===== config.mk =====
export PLATFORM = sky130hd
export DESIGN_NAME = pc_int_gen
export DESIGN_NICKNAME = d
export VERILOG_FILES = /design/src/rtl/pc_int_gen.sv
export SDC_FILE = /design/constraint.sdc
export NUM_CORES = 1
export LEC_CHECK = 0
export ABC_AREA = 1
export BUFFER_PORTS_ARGS = -buffer_cell sky130_fd_sc_hd__buf_2
export CAP_MARGIN = 20
export CORE_ASPECT_RATIO = 2
export CORE_UTILIZATION = 60
export CTS_CLUSTER_DIAMETER = 60
export CTS_CLUSTER_SIZE = 16
export DETAILED_ROUTE_END_ITERATION = 7
export PLACE_DENSITY = 0.85
export SLEW_MARGIN = 20
export SYNTH_ARGS = -nofsm -noshare
export SYNTH_HDL_FRONTEND = slang
export SYNTH_SLANG_ARGS = --single-unit
export TNS_END_PERCENT = 10

===== constraint.sdc =====
create_clock -name clk -period 4.5 [get_ports clk]
set_input_delay 0 -clock clk [delete_from_list [all_inputs] [get_ports clk]]
set_output_delay 0 -clock clk [all_outputs]
set_load 0.01 [all_outputs]

===== src/rtl/pc_int_gen.sv =====
// Multi-channel PC-match interrupt stimulus generator: each channel fires on a target PC,
// holds its line until acked by a store. Optional timeout build: define PC_INT_GEN_TIMEOUT_EN.
module pc_int_gen #(
  parameter int          N_CH     = 2,
  parameter int          FIRE_W   = 4,
  parameter int          DLY_W    = 8,
  parameter logic [31:0] ACK_BASE = 32'h0000_7f20,
  parameter int          TIMEOUT  = 1024
) (
  input  logic                                     clk,
  input  logic                                     reset,
  input  logic [31:0]                              macroscopic_pc,
  input  logic [31:0]                              m_int_addr,
  input  logic [3:0]                               m_int_byteen,
  input  logic                                     cfg_we,
  input  logic [((N_CH > 1) ? $clog2(N_CH) : 1)-1:0] cfg_ch,
  input  logic [31:0]                              cfg_pc,
  input  logic [FIRE_W-1:0]                        cfg_count,
  input  logic [DLY_W-1:0]                         cfg_delay,
  output logic [N_CH-1:0]                          interrupt,
  output logic                                     irq_any,
  output logic [N_CH-1:0]                          busy,
  output logic [N_CH-1:0]                          timeout_err,
  output logic [3*N_CH-1:0]                        dbg_state
);

  localparam int CH_W = (N_CH > 1) ? $clog2(N_CH) : 1;

  typedef enum logic [2:0] {
    S_IDLE    = 3'd0,
    S_ARMED   = 3'd1,
    S_PENDING = 3'd2,
    S_ASSERT  = 3'd3,
    S_DONE    = 3'd4
  } state_t;

  // PC is registered so a match sampled on edge n asserts after edge n+1 (delay 0).
  logic [31:2]     pc_q;
  logic [N_CH-1:0] int_nxt;

  always_ff @(posedge clk or negedge reset) begin
    if (!reset) begin
      pc_q      <= '0;
      interrupt <= '0;
      irq_any   <= 1'b0;
    end else begin
      pc_q      <= macroscopic_pc[31:2];
      interrupt <= int_nxt;
      irq_any   <= |int_nxt;
    end
  end

  for (genvar k = 0; k < N_CH; k++) begin : g_ch
    localparam logic [CH_W-1:0] CH_IDX   = CH_W'(k);
    localparam logic [31:0]     ACK_ADDR = ACK_BASE + 32'(4 * k);

    state_t            state, state_nxt;
    logic [31:2]       target, target_nxt;
    logic [FIRE_W-1:0] rem, rem_nxt;
    logic [DLY_W-1:0]  dly, dly_nxt;
    logic [DLY_W-1:0]  cnt, cnt_nxt;
    logic              qual, qual_nxt;
    logic              cfg_hit, ack_hit, pc_eq, match;

    assign cfg_hit = cfg_we && (cfg_ch == CH_IDX);
    assign ack_hit = (|m_int_byteen) && (m_int_addr[31:2] == ACK_ADDR[31:2]);
    assign pc_eq   = (pc_q == target);
    assign match   = pc_eq && qual;

`ifdef PC_INT_GEN_TIMEOUT_EN
    localparam int TW = $clog2(TIMEOUT + 1);
    logic [TW-1:0] tcnt, tcnt_nxt;
    logic          terr, terr_nxt;
    logic          to_hit;
    assign to_hit = (tcnt == TW'(TIMEOUT - 1));
`endif

    always_comb begin
      state_nxt  = state;
      target_nxt = target;
      rem_nxt    = rem;
      dly_nxt    = dly;
      cnt_nxt    = cnt;
      qual_nxt   = qual | ~pc_eq;
`ifdef PC_INT_GEN_TIMEOUT_EN
      terr_nxt   = terr;
`endif
      case (state)
        S_ARMED: begin
          if (match) begin
            if (dly == '0) begin
              state_nxt = S_ASSERT;
            end else begin
              cnt_nxt   = dly;
              state_nxt = S_PENDING;
            end
          end
        end
        S_PENDING: begin
          if (cnt <= DLY_W'(1)) state_nxt = S_ASSERT;
          else                  cnt_nxt   = cnt - 1'b1;
        end
        S_ASSERT: begin
          if (ack_hit) begin
            qual_nxt  = 1'b0;
            rem_nxt   = (rem != '0) ? rem - 1'b1 : '0;
            state_nxt = (rem > FIRE_W'(1)) ? S_ARMED : S_DONE;
          end
`ifdef PC_INT_GEN_TIMEOUT_EN
          else if (to_hit) begin
            state_nxt = S_DONE;
            terr_nxt  = 1'b1;
          end
`endif
        end
        default: ;
      endcase
      // A configuration write overrides anything the FSM decided this cycle.
      if (cfg_hit) begin
`ifdef PC_INT_GEN_TIMEOUT_EN
        terr_nxt = 1'b0;
`endif
        if (cfg_count != '0) begin
          target_nxt = cfg_pc[31:2];
          rem_nxt    = cfg_count;
          dly_nxt    = cfg_delay;
          cnt_nxt    = '0;
          qual_nxt   = 1'b0;
          state_nxt  = S_ARMED;
        end else begin
          state_nxt  = S_IDLE;
        end
      end
    end

`ifdef PC_INT_GEN_TIMEOUT_EN
    assign tcnt_nxt = (state == S_ASSERT && state_nxt == S_ASSERT) ? tcnt + 1'b1 : '0;

    always_ff @(posedge clk or negedge reset) begin
      if (!reset) begin
        tcnt <= '0;
        terr <= 1'b0;
      end else begin
        tcnt <= tcnt_nxt;
        terr <= terr_nxt;
      end
    end

    assign timeout_err[k] = terr;
`else
    assign timeout_err[k] = 1'b0;
`endif

    always_ff @(posedge clk or negedge reset) begin
      if (!reset) begin
        state  <= S_IDLE;
        target <= '0;
        rem    <= '0;
        dly    <= '0;
        cnt    <= '0;
        qual   <= 1'b0;
      end else begin
        state  <= state_nxt;
        target <= target_nxt;
        rem    <= rem_nxt;
        dly    <= dly_nxt;
        cnt    <= cnt_nxt;
        qual   <= qual_nxt;
      end
    end

    assign int_nxt[k]          = (state_nxt == S_ASSERT);
    assign busy[k]             = (state == S_ARMED) || (state == S_PENDING) || (state == S_ASSERT);
    assign dbg_state[3*k +: 3] = state;
  end

endmodule

==> results.toml <==
[outcome]
outcome = "completed"

[floorplanning]
die_area_sq_um = 12500
rows = 56
die_x_um = 79.6
io_pins = 129
die_y_um = 157
core_area_sq_um = 11700
initial_core_util = 0.618

[power_and_ir_drop]
p_int_mw = 2.80
vdd_drop_max_v = 0.000359
total_power_mw = 4.08
power.leakage_nw = 4.97
netSwitchingPower_mw = 1.28
power_frac_seq = 0.384
switching_share = 0.314
pwr_density_cell_nw_per_um2 = 435
p_comb_frac = 0.236
clkPwrFrac = 0.379

[synth]
synth-edff-count = 0
yosysUniqueCellTypes = 42
async_reset_ff_frac = 1.00
synth-main-ff-cell = "dfrtp_1"
synth_xor_area_frac = 0.0182
synth_fa_ha_area_frac = 0.00693
yosys.area_share.simple = 0.304
yosys_register_bits = 141
ys_seq_area_frac = 0.488
avgSynthCellArea_sq_um = 7.32
yosysWarnings = 0
synthCells = 987
synth_top_family_by_area = "simple AND/OR/NAND/NOR gates"
synth_compound_area_frac = 0.0909
synth.cell_area_sq_um = 7230
synth_mux_area_frac = 0

[layout]
area_growth_pct = 29.9
fin_nets = 1305
layout-drive-gt1-share = 0.159
diodes = 0
design_area_sq_um = 9380
finish.utilization = 0.802

[route]
postRouteAntennaNets = 0
drt-wirelength-per-cell_um = 14.7
vias = 7162
avgViaCountPerCell = 5.33
dr.pass1.iters = 5
drc = 0
first_iter_violations = 458
wirelength_um = 19700

[global_routing]
grt_pass1_vias = 7367
grt_pass1_wl_um = 32200
grt_overflow_total = 0
grt_usage = 0.340
antenna_found_initial = 0
grt_max_degree = 94

[place]
place_ws_ns = 2.30
place_area_sq_um = 7960
gp_congestion = 0.902
hpwl_um = 11700
io_buffers = 120

[worst_hold_path]
holdPathEnd = "g_ch[1].state[2]$_DFF_PN0_"
worstHoldPathCells = 8
hp-class = "in2reg"
hold_start = "m_int_addr[24]"

[worst_setup_path]
cp.arrival_ns = 2.65
reg2reg_depth = 15
end_kind = "flop"
crit_type = "in2reg"
cp_max_fo = 57
reg2reg_to = "irq_any$_DFF_PN0_"
reg2reg_from = "g_ch[0].target[10]$_DFFE_PN0P_"
crit_required_ns = 4.81
startpoint_type = "primary input"
ff2ff_setup_slack_ns = 2.17

[clock_network]
root_buffer = "clkbuf_16"
cts_tree = "done"
cts_buffers = 17
cts_resized = 0
postCtsSetupBuffers = 0
holdBufCountCts = 77
clk_latency_ns = 0.42
cts_sinks = 141
ctsHtreeMaxLevel = 4
cts_buffer_depth = 2
path_clk_slew_ns = 0.06

[timing]
drv_slew = 0
rsz0062_at_grt = "false"
final.setup.tns_ns = 0
worst_slack_ns = 2.15
period_needed_ns = 2.35
finClkSkew_ns = 0.00838
fmax_mhz = 426
period_share = 0.521
setup_violations = 0
slew_headroom = 0.367
worstMarginPinSlew_ns = 0.940
hold_viol = 0

[flow_run]
cap_viol_max_count = 0
-- layer usage --
layer,GRT usage,share of wire,vias to the layer above
li1,-,-,3437
met2,0.646,0.56,295
met5,0,0,-
met3,0.0603,0.050,80
met4,0.191,0.050,0
met1,0.333,0.34,3350
-- placed cells by master (no fill, tap or decap), drive strengths merged --
| master | count |
|---|---|
| nand3 | 39 |
| o21bai | 2 |
| or2 | 3 |
| a41oi | 1 |
| a22oi | 2 |
| nand3b | 2 |
| a21boi | 1 |
| dlygate4sd3 | 77 |
| buf | 124 |
| nor4 | 3 |
| nor3 | 9 |
| nand2 | 358 |
| a21oi | 15 |
| nand4 | 12 |
| clkbuf | 18 |
| a31oi | 3 |
| xor2 | 10 |
| o31ai | 1 |
| inv | 148 |
| o21ai | 96 |
| o211ai | 1 |
| clkinvlp | 4 |
| dfrtp | 141 |
| and3 | 1 |
| clkinv | 5 |
| nor2 | 103 |
| ha | 4 |
| o22ai | 2 |
| conb | 2 |
| bufinv | 5 |
| xnor2 | 5 |
| a32oi | 1 |
-- how the worst max path moves through the flow --
stage	startpoint	cells past startpoint	slack, ns	endpoint
after global placement	cfg_count[1]	9	2.30	irq_any$_DFF_PN0_
after detailed placement	pc_q[15]$_DFF_PN0_	13	2.30	irq_any$_DFF_PN0_
after CTS	cfg_count[0]	10	2.16	irq_any$_DFF_PN0_
after global routing	cfg_count[1]	10	1.96	irq_any$_DFF_PN0_
final	cfg_count[1]	10	2.15	irq_any$_DFF_PN0_
after floorplan	g_ch[0].cnt[0]$_DFF_PN0_	9	2.86	g_ch[0].cnt[1]$_DFF_PN0_
-- cells by family after synthesis --
| kind of cell | count (synthesis) |
|---|---|
| AO/OA/AOI/OAI | 125 |
| adder cells (fa/ha/maj) | 4 |
| other | 1 |
| flip-flops | 141 |
| XOR/XNOR | 15 |
| buffers and inverters | 171 |
| AND/OR/NAND/NOR | 530 |
-- cells in the mapped netlist (all sizes together) (2+ instances only) --
cell | number | area (sq um)
nand2 | 358 | 1360
inv | 147 | 552
dfrtp | 141 | 3530
nor2 | 103 | 409
o21ai | 96 | 480
nand3 | 39 | 215
clkbuf | 16 | 60.1
a21oi | 15 | 75.1
nand4 | 12 | 75.1
xor2 | 10 | 87.6
nor3 | 9 | 72.6
buf | 7 | 45.0
xnor2 | 5 | 43.8
ha | 4 | 50.1
a31oi | 3 | 18.8
nor4 | 3 | 18.8
or2 | 3 | 18.8
a22oi | 2 | 15.0
nand3b | 2 | 15.0
o21bai | 2 | 15.0
o22ai | 2 | 12.5
-- through the flow --
stage | hold slack (ns) | instances
3_5_place_dp | 0.109 | 1234
6_report | 0.153 | 1343
4_1_cts | 0.133 | 1343
3_3_place_gp | 0.107 | 1234
2_1_floorplan | -0.296 | 988
5_1_grt | 0.173 | 1343
-- registers in the layout (all words and copies together), names as in the netlist --
register	flops
g_ch.target	60
pc_q	30
g_ch.cnt	16
g_ch.dly	16
g_ch.rem	8
g_ch.state	6
g_ch.qual	2
interrupt	2
irq_any	1
-- area by class of cell --
| type | count | area [sq um] |
|---|---|---|
| Clock buffer | 18 | 439 |
| Clock inverter | 14 | 216 |
| Fill cell | 718 | 2320 |
| Inverter | 148 | 556 |
| Multi-Input combinational cell | 676 | 3060 |
| Sequential cell | 141 | 3530 |
| Tap cell | 145 | 181 |
| Timing Repair Buffer | 201 | 1410 |
-- power groups by stage --
stage / clock network (mW) / logic (mW) / registers, mW
floorplan: 0 / 0.615 / 1.56
global placement: 0 / 0.853 / 1.57
detailed placement: 0 / 0.877 / 1.58
CTS: 1.55 / 0.947 / 1.56
global route: 1.61 / 1.09 / 1.59
finish: 1.55 / 0.965 / 1.57
-- critical path: stages --
cell and delay [ns]:
dlygate4sd3_1 0.54, buf_2 0.15, nor4_1 0.80, nor2_4 0.01, buf_4 0.34, clkinv_1 0.23
buf_4 0.30, nand2_2 0.10, nand2_2 0.11, nand2_1 0.06
Note: power is estimated with default switching activity, not from simulation.
